`config.mk`:
```
export PLATFORM = sky130hd
export DESIGN_NAME = serial_adder_ctrl
export DESIGN_NICKNAME = d
export VERILOG_FILES = /design/src/rtl/serial_adder_ctrl_pkg.sv /design/src/rtl/serial_fa_cell.sv /design/src/rtl/serial_adder_ctrl.sv
export SDC_FILE = /design/constraint.sdc
export NUM_CORES = 1
export LEC_CHECK = 0
export CAP_MARGIN = 20
export CORE_ASPECT_RATIO = 1.25
export CORE_MARGIN = 2
export CORE_UTILIZATION = 40
export CTS_CLUSTER_DIAMETER = 100
export DETAILED_ROUTE_END_ITERATION = 12
export PLACE_DENSITY = 0.71
export SETUP_SLACK_MARGIN = 0.02
export SYNTH_ARGS = -nofsm -noshare
export SYNTH_HDL_FRONTEND = slang
export SYNTH_SLANG_ARGS = --single-unit
```
`constraint.sdc`:
```
create_clock -name clk -period 4 [get_ports clk]
set_clock_uncertainty 0.2 [all_clocks]
set_input_delay 0.4 -clock clk [delete_from_list [all_inputs] [get_ports clk]]
set_output_delay 0.4 -clock clk [all_outputs]
set_load 0.05 [all_outputs]
```
`src/rtl/serial_adder_ctrl_pkg.sv`:
```
// Shared constants for the bit-serial adder: FSM encodings, width limit and
// the counter-width helper used by the sequencer.
package serial_adder_ctrl_pkg;

    localparam logic [1:0] ST_IDLE = 2'd0;
    localparam logic [1:0] ST_RUN  = 2'd1;
    localparam logic [1:0] ST_DONE = 2'd2;

    localparam int MAX_WIDTH = 32;

    // Bit counter never needs fewer than one bit, even for WIDTH=1.
    function automatic int cnt_width(input int w);
        return (w <= 1) ? 1 : $clog2(w);
    endfunction

endpackage

```
`src/rtl/serial_fa_cell.sv`:
```
// Combinational full-adder cell made of two half adders and an OR gate;
// the carry is held outside this cell by the sequencer.
module serial_fa_cell (
    input  logic a,
    input  logic b,
    input  logic ci,
    output logic s,
    output logic co
);

    logic hs1;
    logic hc1;
    logic hc2;

    assign hs1 = a ^ b;
    assign hc1 = a & b;
    assign s   = hs1 ^ ci;
    assign hc2 = hs1 & ci;
    assign co  = hc1 | hc2;

endmodule

```
`src/rtl/serial_adder_ctrl.sv`:
```
// Bit-serial add/subtract sequencer: one full-adder cell processes a bit pair
// per clock, LSB first, with the carry held in a flop between positions.
module serial_adder_ctrl
    import serial_adder_ctrl_pkg::*;
#(
    parameter int WIDTH = 4
) (
    input  logic             clk,
    input  logic             rst,
    input  logic             start,
    input  logic             sub,
    input  logic             cin,
    input  logic [WIDTH-1:0] a,
    input  logic [WIDTH-1:0] b,
    output logic             busy,
    output logic             done,
    output logic [WIDTH-1:0] sum,
    output logic             cout
);

    localparam int CW = cnt_width(WIDTH);

    logic [1:0]       state_q, state_d;
    logic [CW-1:0]    cnt_q, cnt_d;
    logic [WIDTH-1:0] op_a_q, op_a_d;
    logic [WIDTH-1:0] op_b_q, op_b_d;
    logic [WIDTH-1:0] sum_q, sum_d;
    logic             carry_q, carry_d;
    logic             cout_q, cout_d;

    logic             cell_s;
    logic             cell_c;
    logic [WIDTH-1:0] sum_shift;
    logic             last_bit;

    serial_fa_cell u_cell (
        .a  (op_a_q[0]),
        .b  (op_b_q[0]),
        .ci (carry_q),
        .s  (cell_s),
        .co (cell_c)
    );

    // New sum bit enters at the MSB so the LSB computed first ends up at bit 0.
    generate
        if (WIDTH == 1) begin : g_shift_w1
            assign sum_shift = cell_s;
        end else begin : g_shift_wn
            assign sum_shift = {cell_s, sum_q[WIDTH-1:1]};
        end
    endgenerate

    assign last_bit = (cnt_q == CW'(WIDTH - 1));

    always_comb begin
        state_d = state_q;
        cnt_d   = cnt_q;
        op_a_d  = op_a_q;
        op_b_d  = op_b_q;
        sum_d   = sum_q;
        carry_d = carry_q;
        cout_d  = cout_q;
        case (state_q)
            ST_IDLE, ST_DONE: begin
                if (start) begin
                    op_a_d  = a;
                    op_b_d  = sub ? ~b : b;
                    carry_d = sub ? 1'b1 : cin;
                    cnt_d   = '0;
                    state_d = ST_RUN;
                end
            end
            ST_RUN: begin
                op_a_d  = op_a_q >> 1;
                op_b_d  = op_b_q >> 1;
                sum_d   = sum_shift;
                carry_d = cell_c;
                if (last_bit) begin
                    // Hold the counter on the final bit so it never wraps.
                    cout_d  = cell_c;
                    state_d = ST_DONE;
                end else begin
                    cnt_d = cnt_q + CW'(1);
                end
            end
            default: state_d = ST_IDLE;
        endcase
    end

    always_ff @(posedge clk) begin
        if (rst) begin
            state_q <= ST_IDLE;
            cnt_q   <= '0;
            op_a_q  <= '0;
            op_b_q  <= '0;
            sum_q   <= '0;
            carry_q <= 1'b0;
            cout_q  <= 1'b0;
        end else begin
            state_q <= state_d;
            cnt_q   <= cnt_d;
            op_a_q  <= op_a_d;
            op_b_q  <= op_b_d;
            sum_q   <= sum_d;
            carry_q <= carry_d;
            cout_q  <= cout_d;
        end
    end

    assign busy = (state_q == ST_RUN);
    assign done = (state_q == ST_DONE);
    assign sum  = sum_q;
    assign cout = cout_q;

endmodule

```
==> results of run 1 <==
logic make-up (layout without fill, tap and decap cells):
| kind of cell | after synthesis | after routing | synth area share |
|---|---|---|---|
| buf+inv | 9 | 24 | 0.0717 |
| fa+ha+maj | 2 | 2 | 0.0406 |
| xor+xnor | 4 | 4 | 0.0437 |
| simple gates | 30 | 30 | 0.184 |
| flops | 18 | 18 | 0.449 |
| compound gates | 27 | 27 | 0.211 |
critical path, stage by stage (launching register included):
cell and delay [ps]:
dfxtp_1 390, nand2b_1 350, inv_2 360, clkdlybuf4s50_1 860
power by group:
part	leakage (nW)	internal, mW	switching [mW]
Combinational	0.185	0.0273	0.0344
Sequential	0.147	0.189	0.00629
Clock	0.0210	0.0554	0.0532
through the flow:
step / util / instances
detailed placement: 0.497 / 121
floorplan: - / 90
global route: 0.516 / 125
finish: 0.516 / 125
CTS: 0.516 / 125
global placement: 0.497 / 121
cells in the mapped netlist:
cell / count
dfxtp_1: 18
o21a_1: 1
a21oi_1: 15
buf_4: 1
nand2b_1: 3
a2111oi_2: 1
a22oi_1: 6
and2b_1: 1
buf_6: 2
nor2_1: 2
inv_2: 1
xnor2_1: 1
nand3_1: 9
nand3b_1: 2
buf_2: 3
or3_1: 1
nand2_1: 11
buf_1: 1
fa_1: 1
a31oi_1: 1
clkbuf_2: 1
o211ai_1: 2
o21ai_0: 1
nor2b_1: 1
ha_1: 1
xor2_1: 3
metal layers:
metal / global-route usage / share of wire
met5: 0 / 0
met4: 0.0758 / 0.025
met3: 0.0201 / 0.028
met2: 0.248 / 0.47
met1: 0.151 / 0.47
cell type report:
cell class              count  area [sq um]  area share
clock buffers               4          36.3      0.0363
inverters                   1          3.75     0.00375
multi-input cells          63           384       0.384
flip-flops and latches     18           360       0.360
well taps                  20          25.0      0.0250
repair buffers             19           190       0.190
state kept, by name, indices dropped and copies added (netlist names):
signal / count
carry_q: 1
cnt_q: 2
cout: 1
op_a_q: 4
op_b_q: 4
state_q: 2
sum: 4
worst paths after layout:
path         cells after the start         to        from
max                              3       busy  state_q[0]
max reg2reg                      4  op_b_q[0]  state_q[1]
min                              2       cout        cout
min reg2reg                      2       cout        cout
==> flow_metrics.py, run 1 <==
metrics = {
    "run_status": {
        "status": "completed",
    },
    "critical_path": {
        "cp-end-kind": "primary output",
        "critPathKind": "reg2out",
        "crit_arrival_ps": 2240,
        "start_kind": "flip-flop",
        "required_ps": 3400,
        "rrSetupSlack_ps": 2240,
        "crit_fanout": 17,
    },
    "routing": {
        "vias_per_cell": 5.34,
        "num_vias": 667,
        "drc": 0,
        "wl_um": 1450,
        "drtIter0Drc": 5,
        "postRouteAntennaNets": 0,
        "post_drt_wl_per_cell_um": 11.6,
        "first_pass_iters": 4,
    },
    "floorplan": {
        "dieArea_sq_um": 2380,
        "die_h_um": 54.1,
        "die_x_um": 44.1,
        "core_sq_um": 1940,
        "num_rows": 18,
        "ioPinCount": 20,
        "initial_core_util": 0.414,
    },
    "cts": {
        "cts_buffer_depth": 2,
        "cts_made_buffers": 3,
        "clock_sinks": 18,
        "insertion_delay_ps": 280,
        "cts_max_level": 1,
        "cts.clk_slew.worst_paths_ps": 100,
        "cts_resized": 0,
        "cts_setup_buffers": 0,
        "cts_tree": "built",
        "ctsHoldBuffers": 0,
        "cts-root-buf": "clkbuf_4",
    },
    "yosys": {
        "ys_seq_area_frac": 0.449,
        "synth_top_area_frac": 0.449,
        "syn_area_per_cell_sq_um": 8.91,
        "syn_inst": 90,
        "ys_ff_latch": 18,
        "yosys_warnings": 0,
        "ys_types": 26,
        "yosys.area.top_type": "dfxtp_1",
        "yosys-top-cells-area": "dfxtp_1 (45%), a21oi_1 (9.4%), nand3_1 (5.6%)",
        "syn_area_sq_um": 802,
        "synth_nets": 105,
    },
    "layout": {
        "nets": 121,
        "antenna_cells": 0,
        "area_growth_pct": 24.6,
        "finalInstanceArea_sq_um": 1000,
        "final_common_cell": "clkdlybuf4s50_1",
        "layout_common_cells": "clkdlybuf4s50_1 (19), dfxtp_1 (18), a21oi_1 (15), nand2_1 (11), nand3_1 (9)",
        "drive_gt1_frac": 0.0571,
        "nFillCells": 203,
    },
    "timing": {
        "layout_setup_ws_ps": 1160,
        "hold_slack_ps": 263,
        "setup_viol": 0,
        "max_freq_ghz": 0.352,
        "max-slew-margin-rel": 0.546,
        "rsz0062_at_grt": "no",
        "finalCritPeriodShare": 0.711,
        "fin_setup_tns_ps": 0,
        "worst_pin_slew_ps": 679,
        "slew_viol_final": 0,
        "report.final.hold_viol_count": 0,
        "finalCriticalPeriod_ps": 2840,
    },
    "placement": {
        "hpwl_um": 1050,
        "dpl_cell_area_sq_um": 963,
        "dp_slack_ps": 1470,
        "io_buffers": 19,
        "gp_congestion": 0.705,
    },
    "power_and_ir_drop": {
        "power.total_uw": 366,
        "leakage_nw": 0.353,
        "peakVddDrop_v": 0.000168,
        "p_per_area_nw_per_um2": 366,
    },
    "global_routing": {
        "grt_pass1_wl_um": 2440,
        "grt_max_degree": 19,
        "grt_pass1_vias": 603,
        "track_usage": 0.137,
        "antenna_found_initial": 0,
        "grt_remaining_overflow": 0,
    },
    "worst_hold_path": {
        "min_path_type": "reg2reg",
    },
    "job": {
        "max-cap-violations": 0,
    },
}
No activity file was read; power rests on OpenSTA's default activity.
==> run 2: changes to the inputs <==
--- a/config.mk
+++ b/config.mk
@@ -11,7 +11,7 @@
 export CORE_UTILIZATION = 40
 export CTS_CLUSTER_DIAMETER = 100
 export DETAILED_ROUTE_END_ITERATION = 12
-export PLACE_DENSITY = 0.71
+export PLACE_DENSITY = 0.74
 export SETUP_SLACK_MARGIN = 0.02
 export SYNTH_ARGS = -nofsm -noshare
 export SYNTH_HDL_FRONTEND = slang
==> constraint.sdc (replaced) <==
create_clock -name clk -period 2.35 [get_ports clk]
set_clock_uncertainty 0.2 [all_clocks]
set_input_delay 0.235 -clock clk [delete_from_list [all_inputs] [get_ports clk]]
set_output_delay 0.235 -clock clk [all_outputs]
set_load 0.05 [all_outputs]
==> flow_metrics.py, run 2 (synthesized netlist as in run 1, its figures left out) <==
metrics = {
    "floorplan": {
        "num_rows": 18,
        "die_x_um": 44.1,
        "dieArea_sq_um": 2380,
        "die_h_um": 54.1,
        "ioPinCount": 20,
        "core_sq_um": 1940,
        "initial_core_util": 0.414,
    },
    "worst_hold_path": {
        "min_path_type": "reg2reg",
    },
    "power_and_ir_drop": {
        "p_per_area_nw_per_um2": 630,
        "leakage_nw": 0.364,
        "peakVddDrop_v": 0.000320,
    },
    "layout": {
        "antenna_cells": 0,
        "layout_common_cells": "dfxtp_1 (18), clkdlybuf4s50_1 (18), a21oi_1 (15), nand2_1 (11), nand3_1 (9)",
        "nFillCells": 183,
        "nets": 123,
        "area_growth_pct": 26.2,
        "drive_gt1_frac": 0.0841,
        "fin_util": 0.523,
    },
    "cts": {
        "cts_tree": "built",
        "ctsHoldBuffers": 0,
        "cts_resized": 0,
        "clock_sinks": 18,
        "cts.clk_slew.worst_paths_ps": 110,
        "cts_buffer_depth": 2,
        "cts_setup_buffers": 0,
        "cts-root-buf": "clkbuf_4",
        "cts_max_level": 1,
        "cts_made_buffers": 3,
        "insertion_delay_ps": 290,
    },
    "timing": {
        "finalCritPeriodShare": 0.899,
        "finalCriticalPeriod_ps": 2110,
        "rsz0062_at_grt": "no",
        "report.final.hold_viol_count": 0,
        "fin_setup_tns_ps": 0,
        "slew_viol_final": 0,
        "max_freq_ghz": 0.474,
        "max-slew-margin-rel": 0.556,
        "setup_viol": 0,
        "worst_pin_slew_ps": 663,
    },
    "placement": {
        "io_buffers": 19,
        "hpwl_um": 1150,
        "gp_congestion": 0.724,
    },
    "routing": {
        "drtIter0Drc": 12,
        "drc": 0,
        "vias_per_cell": 5.36,
        "postRouteAntennaNets": 0,
        "post_drt_wl_per_cell_um": 12.7,
        "num_vias": 681,
        "first_pass_iters": 4,
        "wl_um": 1620,
    },
    "critical_path": {
        "cp-end-kind": "primary output",
        "crit_fanout": 5,
        "critPathKind": "reg2out",
        "crit_arrival_ps": 1680,
        "required_ps": 1910,
        "start_kind": "flip-flop",
    },
    "job": {
        "max-cap-violations": 0,
    },
    "global_routing": {
        "antenna_found_initial": 0,
        "grt_pass1_wl_um": 2710,
        "track_usage": 0.157,
        "grt_pass1_vias": 618,
        "grt_remaining_overflow": 0,
        "grt_max_degree": 19,
    },
    "run_status": {
        "status": "completed",
    },
}
[run 2: cell types whose count changed in the layout (fill, tap and decap cells not counted), sizes merged]
| cell | change |
|---|---|
| buf | +3 |
| clkdlybuf4s50 | -1 |
[run 2: per-layer routing]
metal,GRT usage,share of wire,vias up
met5,0,0,-
met2,0.265,0.51,16
li1,-,-,350
met3,0.0302,0.028,5
met4,0.0909,0.026,0
met1,0.184,0.43,310
[run 2: per-stage QoR]
stage               total power, mW  worst slack (ps)  cell area [sq um]  hold slack [ps]  instances
finish                        0.638               238               1010              266        127
global route                  0.670               157               1010              291        127
CTS                           0.637               247               1010              262        127
detailed placement            0.451               469                976              254        123
global placement              0.447               593                976              245        123
floorplan                     0.417              1030                802              171         90
[run 2: worst max-delay path, stage by stage, from the launching register on]
cell and delay, ps:
dfxtp_1 360, and2b_1 220, clkdlybuf4s50_1 800
[run 2: path summary, 6_finish.rpt]
kind / slack, ps / cells past startpoint / endpoint / start
setup / recovery: 240 / 2 / done / state_q[0]
hold / removal: 270 / 2 / cout / cout
setup reg to reg: 820 / 3 / op_b_q[3] / state_q[1]
hold reg to reg: 270 / 2 / cout / cout
[run 2: layout make-up]
class | count | area, sq um | share of cell area
Clock buffer | 4 | 36.3 | 0.0358
Multi-Input combinational cell | 63 | 384 | 0.379
Inverter | 1 | 3.75 | 0.00371
Sequential cell | 18 | 360 | 0.356
Tap cell | 20 | 25.0 | 0.0247
Timing Repair Buffer | 21 | 203 | 0.200
[run 2: power breakdown]
part,switching [mW],internal (mW)
registers,0.0111,0.322
logic,0.0605,0.0494
clock network,0.0998,0.0945
